`src/rtl/mac_operand_loader.sv`:
```
// Assembles a 3x3 weight kernel and 3x3 image windows from a byte stream and issues
// operand sets to a downstream MAC pipeline, tracking result validity and issue count.
module mac_operand_loader #(
  parameter int unsigned MAC_LATENCY = 5
) (
  input  logic        clk,
  input  logic        rst,
  input  logic        s_valid,
  output logic        s_ready,
  input  logic [7:0]  s_data,
  input  logic        s_is_weight,
  input  logic        cfg_wr,
  input  logic [4:0]  cfg_bias,
  output logic [71:0] image,
  output logic [35:0] weight,
  output logic [4:0]  exp_bias,
  output logic        mac_issue,
  output logic        res_valid,
  output logic [15:0] issue_count,
  output logic        err_proto
);

  localparam logic [1:0] IDLE   = 2'd0;
  localparam logic [1:0] LOAD_W = 2'd1;
  localparam logic [1:0] LOAD_I = 2'd2;
  localparam logic [1:0] ISSUE  = 2'd3;

  // A width of at least 2 keeps the shift concatenation legal when MAC_LATENCY is 1.
  localparam int unsigned PipeW = (MAC_LATENCY > 1) ? MAC_LATENCY : 2;

  logic [1:0]          state_q, state_d;
  logic [3:0]          idx_q, idx_d;
  // Element 0 sits in the most significant slot so shadows map straight onto the outputs.
  logic [0:8][3:0]     wsh_q, wsh_d;
  logic [0:8][7:0]     ish_q, ish_d;
  logic                err_d;
  logic                transfer;

  logic [71:0]         image_q;
  logic [35:0]         weight_q;
  logic [4:0]          exp_bias_q;
  logic                mac_issue_q;
  logic [PipeW-1:0]    res_pipe_q;
  logic [15:0]         issue_count_q;
  logic                err_q;

  assign s_ready  = !rst && (state_q != ISSUE);
  assign transfer = s_valid && s_ready;

  always_comb begin
    state_d = state_q;
    idx_d   = idx_q;
    wsh_d   = wsh_q;
    ish_d   = ish_q;
    err_d   = 1'b0;
    unique case (state_q)
      IDLE: begin
        if (transfer) begin
          if (s_is_weight) begin
            wsh_d[0] = s_data[3:0];
            idx_d    = 4'd1;
            state_d  = LOAD_W;
          end else begin
            err_d = 1'b1;
          end
        end
      end
      LOAD_W: begin
        if (transfer) begin
          if (s_is_weight) begin
            wsh_d[idx_q] = s_data[3:0];
            if (idx_q == 4'd8) begin
              idx_d   = 4'd0;
              state_d = LOAD_I;
            end else begin
              idx_d = idx_q + 4'd1;
            end
          end else if (idx_q != 4'd0) begin
            err_d   = 1'b1;
            idx_d   = 4'd0;
            state_d = IDLE;
          end
        end
      end
      LOAD_I: begin
        if (transfer) begin
          if (s_is_weight) begin
            // A weight here always restarts the kernel; it is only an error mid-window.
            err_d    = (idx_q != 4'd0);
            wsh_d[0] = s_data[3:0];
            idx_d    = 4'd1;
            state_d  = LOAD_W;
          end else begin
            ish_d[idx_q] = s_data;
            if (idx_q == 4'd8) begin
              idx_d   = 4'd0;
              state_d = ISSUE;
            end else begin
              idx_d = idx_q + 4'd1;
            end
          end
        end
      end
      ISSUE: begin
        idx_d   = 4'd0;
        state_d = LOAD_I;
      end
      default: begin
        idx_d   = 4'd0;
        state_d = IDLE;
      end
    endcase
  end

  always_ff @(posedge clk or posedge rst) begin
    if (rst) begin
      state_q <= IDLE;
      idx_q   <= 4'd0;
      wsh_q   <= '0;
      ish_q   <= '0;
      err_q   <= 1'b0;
    end else begin
      state_q <= state_d;
      idx_q   <= idx_d;
      wsh_q   <= wsh_d;
      ish_q   <= ish_d;
      err_q   <= err_d;
    end
  end

  // Outputs and count update on the edge leaving ISSUE, so they align with mac_issue.
  always_ff @(posedge clk or posedge rst) begin
    if (rst) begin
      image_q       <= '0;
      weight_q      <= '0;
      mac_issue_q   <= 1'b0;
      issue_count_q <= '0;
    end else begin
      mac_issue_q <= (state_q == ISSUE);
      if (state_q == ISSUE) begin
        image_q       <= ish_q;
        weight_q      <= wsh_q;
        issue_count_q <= issue_count_q + 16'd1;
      end
    end
  end

  always_ff @(posedge clk or posedge rst) begin
    if (rst) begin
      exp_bias_q <= '0;
    end else if (cfg_wr) begin
      exp_bias_q <= cfg_bias;
    end
  end

  always_ff @(posedge clk or posedge rst) begin
    if (rst) begin
      res_pipe_q <= '0;
    end else begin
      res_pipe_q <= {res_pipe_q[PipeW-2:0], mac_issue_q};
    end
  end

  assign image       = image_q;
  assign weight      = weight_q;
  assign exp_bias    = exp_bias_q;
  assign mac_issue   = mac_issue_q;
  assign res_valid   = res_pipe_q[MAC_LATENCY-1];
  assign issue_count = issue_count_q;
  assign err_proto   = err_q;

endmodule

```
`config.mk`:
```
export PLATFORM = sky130hd
export DESIGN_NAME = mac_operand_loader
export DESIGN_NICKNAME = d
export VERILOG_FILES = /design/src/rtl/mac_operand_loader.sv
export SDC_FILE = /design/constraint.sdc
export NUM_CORES = 1
export LEC_CHECK = 0
export CAP_MARGIN = 20
export CORE_MARGIN = 5
export CORE_UTILIZATION = 40
export CTS_CLUSTER_SIZE = 20
export DETAILED_ROUTE_END_ITERATION = 8
export PLACE_DENSITY_LB_ADDON = 0.1
export REMOVE_ABC_BUFFERS = 1
export SETUP_SLACK_MARGIN = 0.3
export SLEW_MARGIN = 30
export SYNTH_ARGS = -nofsm -noshare
export SYNTH_HDL_FRONTEND = slang
export SYNTH_SLANG_ARGS = --single-unit
```
`constraint.sdc`:
```
create_clock -name clk -period 23.8 [get_ports clk]
set_input_delay 2.38 -clock clk [delete_from_list [all_inputs] [get_ports clk]]
set_output_delay 2.38 -clock clk [all_outputs]
set_load 0.01 [all_outputs]
```
### Yosys cells after proc, flatten, opt, wreduce, memory -nomap -nowiden

Cells that the tools add are included.
Widths: inputs -> output; s select.

* bits in registers: 250
* latch bits: 0
* RAM bits: 0
* ROM bits: 0
* input port bits: 18
* output and inout port bits: 133
* logic and storage cells: 99
* memories kept: 0

* add/subtract/negate cells: 2
* multiply operators: 0
* div/mod/pow operators: 0
* order comparisons: 2
* eq/ne operators: 15
* shift-type cells: 0
* muxes and demuxes: 38
* bitwise operators: 2
* reduce and logical (&&, ||, !) cells: 13

Operators by type and width (count)
* $bwmux 72: 1
* $mux 36: 2
* $mux 4: 11
* $bwmux 36: 1
* $demux 8 s4: 1
* $mux 2: 9
* $add 16x1->16 const B: 1
* $demux 4 s4: 1
* $pmux 4 s4: 1
* $ne 2x2->1 const B: 6
* $reduce_and 5->1: 2
* $ne 3x3->1 const B: 3
* $mux 8: 1
* $pmux 2 s4: 1
* $pmux 4 s2: 1
* $mux 1: 7
* $reduce_and 7->1: 1
* $reduce_and 3->1: 2
* $ge 5x5->1 const B: 1
* $lt 5x1->1 const B: 1
* $not 4->5: 1
* $add 4x1->4 const B: 1
* $eq 2x2->1 const B: 2
* $eq 4x4->1 const B: 1
* 10 further kinds: 13

### Depth between registers and ports, before layout

Gate-level depths: netlist of run 1.

* depth in word-level cells: 9
* gate-level depth with buffers: 7
* gate-level depth less buffers: 6

### Worst setup path after synthesis of run 1

No wires, ideal clock.

* kind: in2out
* start: input rst
* end: output s_ready
* data arrival time: 2.537 ns
* required time: 21.420 ns
* slack: 18.883 ns
* stages on the path: 1
* path buffers: 0
* path through: nor2_1

* longest elaborated chain between the ends: 2

RTL lines
* start, declared: line 7 `input logic rst,`
* $logic_not 1->1 (no line)
* $logic_and 1x1->1: line 47 `assign s_ready = !rst && (state_q != ISSUE);`
* end, declared: line 9 `output logic s_ready,`

No other way between the ends.

### Worst setup path in the final report of run 1

Same ends and word-level chain as after synthesis.

==> summary.txt, run 1 <==
Run status
  – Status: finished clean

Clocking
  – CTS Buffer Depth: 3
  – Post-CTS Resized: 0
  – Root Driver: clkbuf_16
  – Post-CTS Hold Buffers: 0
  – H-tree levels: 1
  – Clk Latency, worst-skew pair: 0.52 ns
  – CTS Sinks: 250
  – CTS tree: built
  – CTS buffer count: 27
  – Clk pin slew, worst setup/hold paths: 0.06 ns
  – # Post-CTS Setup Buffers: 0

Synthesis
  – Yosys Warn Count: 0
  – Mapped Cells: 627
  – Syn Area/Cell: 15.52 um2
  – Synth area leaders: dfrtp_1 (64%), mux2_2 (25%), ha_1 (1.3%)
  – Area share of the largest cell type after synthesis: 64.28%
  – Area leader, netlist: dfrtp_1
  – FFs w/ async S/R, synth: 100.0%
  – Synth Flop Type: dfrtp_1
  – Unique masters post-synth: 38
  – Yosys reg bits: 250
  – Seq/Total Area, Yosys: 64.28%
  – Cell area after synthesis: 9732 um2
  – Post-synth EDFFs: 0

Finish
  – # diodes: 0
  – Layout cells sized above 1: 34.08%
  – Fillers: 2072
  – Nets@finish: 814
  – Commonest non-fill, non-tap cell in the layout: dfrtp_1
  – Area Growth Syn to Fin: 28.34%
  – Most frequent cells in the layout: dfrtp_1 (250), mux2_2 (214), clkdlybuf4s50_1 (149), clkbuf_16 (27), nand2_1 (26)

Floorplan
  – Die Span X: 166.0 um
  – Initial core utilization: 40.37%
  – Die Span Y: 166.0 um
  – Std-Cell Rows: 57
  – Die ar.: 27550 um2
  – Core area: 24110 um2
  – Top-Level Pins: 151

Timing
  – Fin Hold WS: 0.3527 ns
  – Max Fclk: 166.9 MHz
  – Setup TNS: 0 ns
  – Setup Skew: 0.008877 ns
  – Setup-failing EPs final: 0
  – RSZ-0062 raised after global routing: no
  – Final hold vios: 0
  – Normalized max-slew margin: 40.58%
  – Slew Limit Fails: 0
  – Worst Tran Pin Value: 0.8886 ns
  – Setup WS post-layout: 17.81 ns
  – Ratio of final minimum period to clock period: 25.17%
  – Period minus WS final: 5.990 ns

Global route
  – Largest net degree at the start of global routing: 105
  – Initial antenna violation count: 0
  – Overflow after GRT: 0
  – Number of global-route vias before repair: 6196
  – First-pass GRT wire length: 34080 um
  – GRT Resource Usage Total: 14.88%

Drt
  – DR vias: 5586
  – DRT iter0 DRCs: 295
  – First drt pass iteration count: 4
  – Post-route DRC violation count: 0
  – WL final: 20640 um
  – Avg WL per Cell: 18.29 um
  – Antenna viol nets, final: 0
  – Drt via density: 4.952

Critical path
  – Max stage delay cell, worst path: clkdlybuf4s50_1
  – Cell chain of the critical path: clkdlybuf4s50_1 > nor2_1 > clkdlybuf4s50_1
  – Startpoint types: primary input
  – Crit. End Element: primary output
  – Crit-path most repeated cell: clkdlybuf4s50_1
  – Max Fanout on Critical Path: 4
  – Worst Path Required: 21.42 ns
  – Worst EP arrival: 3.61 ns
  – CP Class: in -> out
  – Largest stage delay, worst path: 0.55 ns

Power and ir drop
  – P_leak: 5.977 nW
  – Max rail drop VDD: 55.33 uV
  – Cell Pwr Density: 101.3 nW/um2

Min path
  – HP Class: reg -> reg

Flow run
  – Max-cap violations: 0

Placement
  – Gp weighted congestion: 0.7695
  – Pre-CTS setup slack: 17.81 ns
  – Port bufs: 150
  – HPWL Detailed: 13640 um
through the flow:
| stage | power, W | std cells | instance area, um2 | utilization (%) |
|---|---|---|---|---|
| global route | 0.001332 | 1128 | 12490 | 51.81 |
| global placement | 0.0008476 | 1081 | 11590 | 48.10 |
| floorplan | 0.0007322 | 604 | 9644 | - |
| finish | 0.001266 | 1128 | 12490 | 51.81 |
| CTS | 0.001287 | 1128 | 12490 | 51.83 |
| detailed placement | 0.0008600 | 1081 | 11600 | 48.11 |
cells in the mapped netlist (2+ instances only):
library cell  number
mux2i_1            8
a211oi_1           3
and4_1             4
nor3_2             2
nand2_1           26
nor3_1             7
o31ai_1            3
nor3b_1            3
and3_1             3
xnor2_1            7
nand2_2            3
nand2b_1           3
ha_1              10
nor2_1             7
inv_1             14
a21oi_1            3
clkbuf_1          21
o21ai_0            4
xor2_1             8
nand4_1            5
mux2_2           214
dfrtp_1          250
mux2_1             4
routing by layer:
metal | share of wire, % | vias to the layer above | wire (um) | GRT usage (%)
li1 | - | 2526 | - | -
met1 | 45 | 2886 | 9206 | 19.85
met2 | 48 | 141 | 9861 | 24.86
met3 | 5.8 | 33 | 1196 | 3.642
met4 | 1.8 | 0 | 371 | 3.300
met5 | 0 | - | 0 | 0
registers in the layout (all words and copies together), names as in the netlist, 4 cells and up, named ones only:
register / count
image: 72
ish_q: 72
weight: 36
wsh_q: 36
issue_count: 16
exp_bias: 5
res_pipe_q: 5
idx_q: 4
power breakdown:
group          internal [W]  switching (W)  total, W
sequential         0.000495      0.0000444  0.000540
combinational      0.000165       0.000142  0.000307
clock              0.000255       0.000164  0.000419
final timing paths:
kind	depth (start not counted)	end	startpoint	slack, ns
setup / recovery	3	s_ready	rst	17.81
hold / removal	0	res_pipe_q[1]	res_pipe_q[0]	0.35
setup reg to reg	6	issue_count[15]	state_q[0]	20.61
hold reg to reg	0	res_pipe_q[1]	res_pipe_q[0]	0.35
max in group asynchronous	4	weight[17]	rst	19.32
min in group asynchronous	2	image[67]	rst	2.44
cell type report:
class / count / area (um2) / area share (%)
Clock buffer: 35 / 755.7 / 6.051
Clock inverter: 12 / 141.4 / 1.132
Inverter: 14 / 60.06 / 0.4809
Multi-Input combinational cell: 340 / 3348 / 26.81
Sequential cell: 250 / 6256 / 50.09
Tap cell: 324 / 405.4 / 3.246
Timing Repair Buffer: 153 / 1523 / 12.19
cell families after synthesis:
family | Yosys count | synth area share (%)
compound gates | 15 | 1.209
flops | 250 | 64.28
xor+xnor | 15 | 1.350
simple gates | 74 | 4.384
buf+inv | 37 | 1.440
fa+ha+maj | 10 | 1.286
mux | 226 | 26.05
critical path, delay by kind of cell:
kind                   cells  cell delay, ns
buffers and inverters      2            1.08
and+or+nand+nor            1            0.15
Note: power is estimated with default switching activity, not from simulation.
==> inputs of run 2 (changes only) <==
clock period = 6.1 ns   (was 23.8 ns; I/O delays follow)
==> summary.txt, run 2 (same netlist as run 1, synthesis figures left out) <==
Finish
  – Layout cells sized above 1: 34.00% (-0.085 points)
  – Nets@finish: 814 (unchanged)
  – Commonest non-fill, non-tap cell in the layout: dfrtp_1
  – Non-Filler Instances: 1130 (+0.18%)
  – Fillers: 2062 (-0.48%)
  – Most frequent cells in the layout: dfrtp_1 (250), mux2_2 (214), clkdlybuf4s50_1 (149), clkbuf_16 (27), nand2_1 (26)
  – Area Growth Syn to Fin: 28.57%
  – Storage cell area: 6256 um2 (unchanged)
  – # diodes: 0 (unchanged)
  – Area taken by multi-input logic gates: 3348 um2 (unchanged)
  – Design Area, Final: 12510 um2 (+0.18%)

Critical path
  – Crit. End Element: flip-flop
  – Worst EP arrival: 3.59 ns (-0.02 ns)
  – Critical R2R Capture: issue_count[15]
  – Worst Path Required: 6.54 ns (-14.88 ns)
  – Startpoint types: flip-flop
  – Reg2reg start: state_q[0]
  – Worst reg2reg path depth: 6 (unchanged)
  – CP Class: reg -> reg
  – Max Fanout on Critical Path: 60 (+56)
  – FF-to-FF setup slack: 2.95 ns (-17.66 ns)

Placement
  – HPWL Detailed: 13430 um (-1.5%)
  – Pre-CTS setup slack: 2.860 ns (-14.95 ns)
  – Port bufs: 150 (unchanged)
  – Post-Place Cells: 1081 (unchanged)
  – Gp weighted congestion: 0.8014 (+4.1%)
  – Placed Area: 11600 um2 (about the same)

Drt
  – WL final: 20460 um (-0.86%)
  – Post-route DRC violation count: 0 (unchanged)
  – Antenna viol nets, final: 0 (unchanged)
  – First drt pass iteration count: 4 (unchanged)
  – DR vias: 5581 (-0.090%)
  – DRT iter0 DRCs: 209 (-29%)
  – Avg WL per Cell: 18.11 um (-1.0%)
  – Drt via density: 4.939 (-0.27%)

Floorplan
  – Core area: 24110 um2 (unchanged)
  – Initial core utilization: 40.37% (unchanged)
  – Die Span Y: 166.0 um (unchanged)
  – Die ar.: 27550 um2 (unchanged)
  – Top-Level Pins: 151 (unchanged)
  – Std-Cell Rows: 57 (unchanged)
  – Die Span X: 166.0 um (unchanged)

Timing
  – Max Fclk: 317.4 MHz
  – Final hold vios: 0 (unchanged)
  – Normalized max-slew margin: 39.40% (-1.2 points)
  – Setup Skew: 0.005556 ns (-0.003320 ns)
  – Slew Limit Fails: 0 (unchanged)
  – Setup-failing EPs final: 0 (unchanged)
  – Setup WS post-layout: 2.950 ns (-14.86 ns)
  – Worst Tran Pin Value: 0.9062 ns (+0.01764 ns)
  – RSZ-0062 raised after global routing: no
  – Period minus WS final: 3.150 ns
  – Ratio of final minimum period to clock period: 51.64%

Clocking
  – Clk Latency, worst-skew pair: 0.52 ns (about the same)
  – CTS Buffer Depth: 3 (unchanged)
  – Post-CTS Hold Buffers: 0 (unchanged)
  – CTS Sinks: 250 (unchanged)
  – Post-CTS Resized: 0 (unchanged)
  – Clk pin slew, worst setup/hold paths: 0.06 ns (about the same)
  – # Post-CTS Setup Buffers: 0 (unchanged)
  – CTS tree: built
  – Root Driver: clkbuf_16
  – CTS buffer count: 27 (unchanged)
  – H-tree levels: 1 (unchanged)

Power and ir drop
  – P_sw: 0.001362 W (+290%)
  – Max rail drop VDD: 232.5 uV (+320%)
  – Seq pwr share: 42.6% (about the same)
  – Combinational power share: 24.1% (-0.2 points)
  – Clk pwr share: 33.3% (+0.2 points)
  – Internal power: 0.003584 W (+290%)
  – Sw Ratio: 27.53% (-0.15 points)
  – Cell Pwr Density: 395.3 nW/um2 (+290%)
  – P_leak: 5.982 nW (about the same)

Global route
  – GRT Resource Usage Total: 14.63% (-0.25 points)
  – Largest net degree at the start of global routing: 160 (+52%)
  – First-pass GRT wire length: 33440 um (-1.9%)
  – Initial antenna violation count: 0 (unchanged)
  – Overflow after GRT: 0 (unchanged)
  – Number of global-route vias before repair: 5962 (-3.8%)

Min path
  – Hold_sp: res_pipe_q[2]
  – Cell depth of the worst min-delay path: 0 (unchanged)
  – HP Class: reg -> reg
  – Endpoint, Worst Hold: res_pipe_q[3]

Run status
  – Status: finished clean

Flow run
  – Max-cap violations: 0 (unchanged)
-- run 2: cell types whose count changed in the layout (fill, tap and decap cells not counted), sizes merged --
cell | before | now
clkbuf | 35 | 41
clkinv | 7 | 4
bufinv | 3 | 2
-- run 2: power by group through the flow --
stage | logic (W) | registers (W) | clock network, W
global route | 0.00129 | 0.00214 | 0.00176
detailed placement | 0.00121 | 0.00214 | 0
floorplan | 0.000704 | 0.00215 | 0
CTS | 0.00122 | 0.00211 | 0.00169
finish | 0.00119 | 0.00211 | 0.00165
global placement | 0.00118 | 0.00212 | 0
-- run 2: worst max-delay path, cell delays in order, from the launching register on --
cell and delay, ns:
dfrtp_1 0.53, ha_4 0.71, buf_4 0.72, and4_1 0.39, nand4_1 0.19, nor3_1 0.26, xor2_1 0.19
-- run 2: how the worst max path moves through the flow --
stage	slack (ns)	startpoint	to
floorplan	-1.38	rst	async pin
global placement	2.99	state_q[0]	issue_count[15]
global route	2.68	state_q[0]	issue_count[15]
finish	2.95	state_q[0]	issue_count[15]
detailed placement	2.86	state_q[0]	issue_count[15]
CTS	2.85	state_q[0]	issue_count[15]
-- run 2: routing by layer --
layer	track usage [%]	wire length, um	up-vias
met5	0	0	-
met4	3.407	335	0
met3	3.166	927	24
met2	23.56	9612	136
met1	20.51	9584	2894
li1	-	-	2527
-- run 2: layout make-up --
| type | count | share of cell area (%) |
|---|---|---|
| Clock buffer | 41 | 6.540 |
| Clock inverter | 8 | 0.8000 |
| Inverter | 14 | 0.5200 |
| Multi-Input combinational cell | 340 | 26.76 |
| Sequential cell | 250 | 50.00 |
| Tap cell | 324 | 3.240 |
| Timing Repair Buffer | 153 | 12.14 |
-- run 2: per-stage QoR --
step           util [%]  total power (W)  setup TNS (ns)  hold WS [ns]
2_1_floorplan         -         0.002857         -345.41        0.3312
3_3_place_gp      48.10         0.003307               0        0.3395
3_5_place_dp      48.12         0.003352               0        0.3370
4_1_cts           51.93         0.005025               0        0.3480
5_1_grt           51.90         0.005194               0        0.3537
6_report          51.90         0.004946               0        0.3466
==> inputs of run 3 (changes only) <==
clock period = 3 ns   (was 6.1 ns; I/O delays follow)
==> summary.txt, run 3 (same netlist as run 1, synthesis figures left out) <==
Min path
  – HP Class: in -> async

Drt
  – WL final: 21290 um (+4.1%)
  – Drt via density: 4.960 (+0.43%)
  – DRT iter0 DRCs: 179 (-14%)
  – Antenna viol nets, final: 0 (unchanged)
  – Avg WL per Cell: 18.79 um (+3.8%)
  – First drt pass iteration count: 6 (+2)
  – Post-route DRC violation count: 0 (unchanged)
  – DR vias: 5620 (+0.70%)

Finish
  – # diodes: 0 (unchanged)
  – Layout cells sized above 1: 33.87% (-0.13 points)
  – Nets@finish: 820 (+0.74%)
  – Most frequent cells in the layout: dfrtp_1 (250), mux2_2 (214), clkdlybuf4s50_1 (150), clkbuf_16 (27), nand2_1 (26)
  – Area Growth Syn to Fin: 28.94%
  – Non-Filler Instances: 1133 (+0.27%)
  – Commonest non-fill, non-tap cell in the layout: dfrtp_1

Timing
  – Slew Limit Fails: 0 (unchanged)
  – Normalized max-slew margin: 39.87% (+0.47 points)
  – Setup WS post-layout: 0.5017 ns (-2.448 ns)
  – Setup-failing EPs final: 0 (unchanged)
  – Setup Skew: 0.01665 ns (+0.01109 ns)
  – Final hold vios: 0 (unchanged)
  – Max Fclk: 400.3 MHz (+26%)
  – Period minus WS final: 2.498 ns (-0.6519 ns)
  – RSZ-0062 raised after global routing: no
  – Worst Tran Pin Value: 0.9020 ns (-0.004262 ns)
  – Fin Hold WS: 0.3487 ns (+0.002056 ns)
  – Ratio of final minimum period to clock period: 83.28% (+32 points)

Critical path
  – Worst Path Required: 3.40 ns (-3.14 ns)
  – CP Class: reg -> reg
  – Worst EP arrival: 2.90 ns (-0.69 ns)
  – Startpoint types: flip-flop
  – Max Fanout on Critical Path: 9 (-85%)
  – Worst reg2reg path depth: 5 (-1)
  – Crit. End Element: flip-flop

Clocking
  – CTS Buffer Depth: 3 (unchanged)
  – Post-CTS Resized: 0 (unchanged)
  – H-tree levels: 1 (unchanged)
  – CTS tree: built
  – CTS buffer count: 27 (unchanged)
  – Root Driver: clkbuf_16
  – # Post-CTS Setup Buffers: 0 (unchanged)
  – Clk Latency, worst-skew pair: 0.52 ns (about the same)
  – Clk pin slew, worst setup/hold paths: 0.06 ns (about the same)
  – Post-CTS Hold Buffers: 0 (unchanged)
  – CTS Sinks: 250 (unchanged)

Power and ir drop
  – Cell Pwr Density: 799.4 nW/um2 (+100%)
  – P_leak: 6.003 nW (+0.34%)
  – Max rail drop VDD: 582.6 uV (+150%)

Run status
  – Status: finished clean

Global route
  – Initial antenna violation count: 0 (unchanged)
  – Overflow after GRT: 0 (unchanged)
  – Largest net degree at the start of global routing: 75 (-53%)
  – First-pass GRT wire length: 34960 um (+4.5%)
  – GRT Resource Usage Total: 15.38% (+0.75 points)
  – Number of global-route vias before repair: 6246 (+4.8%)

Placement
  – Port bufs: 150 (unchanged)
  – Pre-CTS setup slack: 0.3402 ns (-2.520 ns)
  – Gp weighted congestion: 0.7958 (-0.70%)
  – HPWL Detailed: 14420 um (+7.4%)
  – Post-Place Cells: 1087 (+0.56%)

Floorplan
  – Std-Cell Rows: 57 (unchanged)
  – Core area: 24110 um2 (unchanged)
  – Die ar.: 27550 um2 (unchanged)
  – Die Span Y: 166.0 um (unchanged)
  – Initial core utilization: 40.37% (unchanged)
  – Top-Level Pins: 151 (unchanged)
  – Die Span X: 166.0 um (unchanged)

Flow run
  – Max-cap violations: 0 (unchanged)
-- run 3: cell types whose count changed in the layout (fill, tap and decap cells not counted), moves of 2 or more --
cell      delta
clkbuf_1     +2
buf_4        +4
clkbuf_8     -4
buf_12       +2
-- run 3: stage by stage --
step	TNS [ns]	total power (W)	utilization [%]	area (um2)
6_report	0	0.01003	52.06	12550
4_1_cts	0	0.01019	52.06	12550
3_3_place_gp	0	0.006749	48.39	11660
3_5_place_dp	0	0.006842	48.39	11660
2_1_floorplan	-1315.72	0.005809	-	9644
5_1_grt	0	0.01055	52.06	12550
-- run 3: area by class of cell --
type                            instances  area [um2]
Fill cell                            2080       11560
Sequential cell                       250        6256
Multi-Input combinational cell        340        3348
Timing Repair Buffer                  159        1594
Clock buffer                           39       770.7
Tap cell                              324       405.4
Clock inverter                          7       113.9
Inverter                               14       60.06
-- run 3: final timing paths --
| path | startpoint | slack, ns | to |
|---|---|---|---|
| worst max-delay path | state_q[0] | 0.50 | ish_q[28] |
| worst min-delay path | rst | 0.35 | ish_q[34] |
| worst max register to register | state_q[0] | 0.50 | ish_q[28] |
| worst min register to register | res_pipe_q[2] | 0.35 | res_pipe_q[3] |
| max in group asynchronous | rst | 1.90 | image[22] |
| min in group clk | res_pipe_q[2] | 0.35 | res_pipe_q[3] |
-- run 3: power by group --
part           switching, W  leakage [nW]  internal, W  total (W)
sequential         0.000355          3.41      0.00393    0.00429
combinational       0.00114          2.16      0.00132    0.00246
clock               0.00126         0.436      0.00203    0.00329
total               0.00276          6.00      0.00727     0.0100
-- run 3: routing by layer --
metal,up-vias,GRT usage [%],share of wire (%),wire length (um)
met2,117,25.51,48,10320
met3,30,3.261,4.8,1014
li1,2547,-,-,-
met4,0,3.730,1.8,384
met5,-,0,0,0
met1,2926,20.87,45,9569
-- run 3: critical path, stage by stage (launching register included) --
cell	delay, ns
dfrtp_1	0.49
ha_4	0.25
or3b_1	0.54
nor3_2	0.38
nand2_1	0.32
mux2_1	0.39
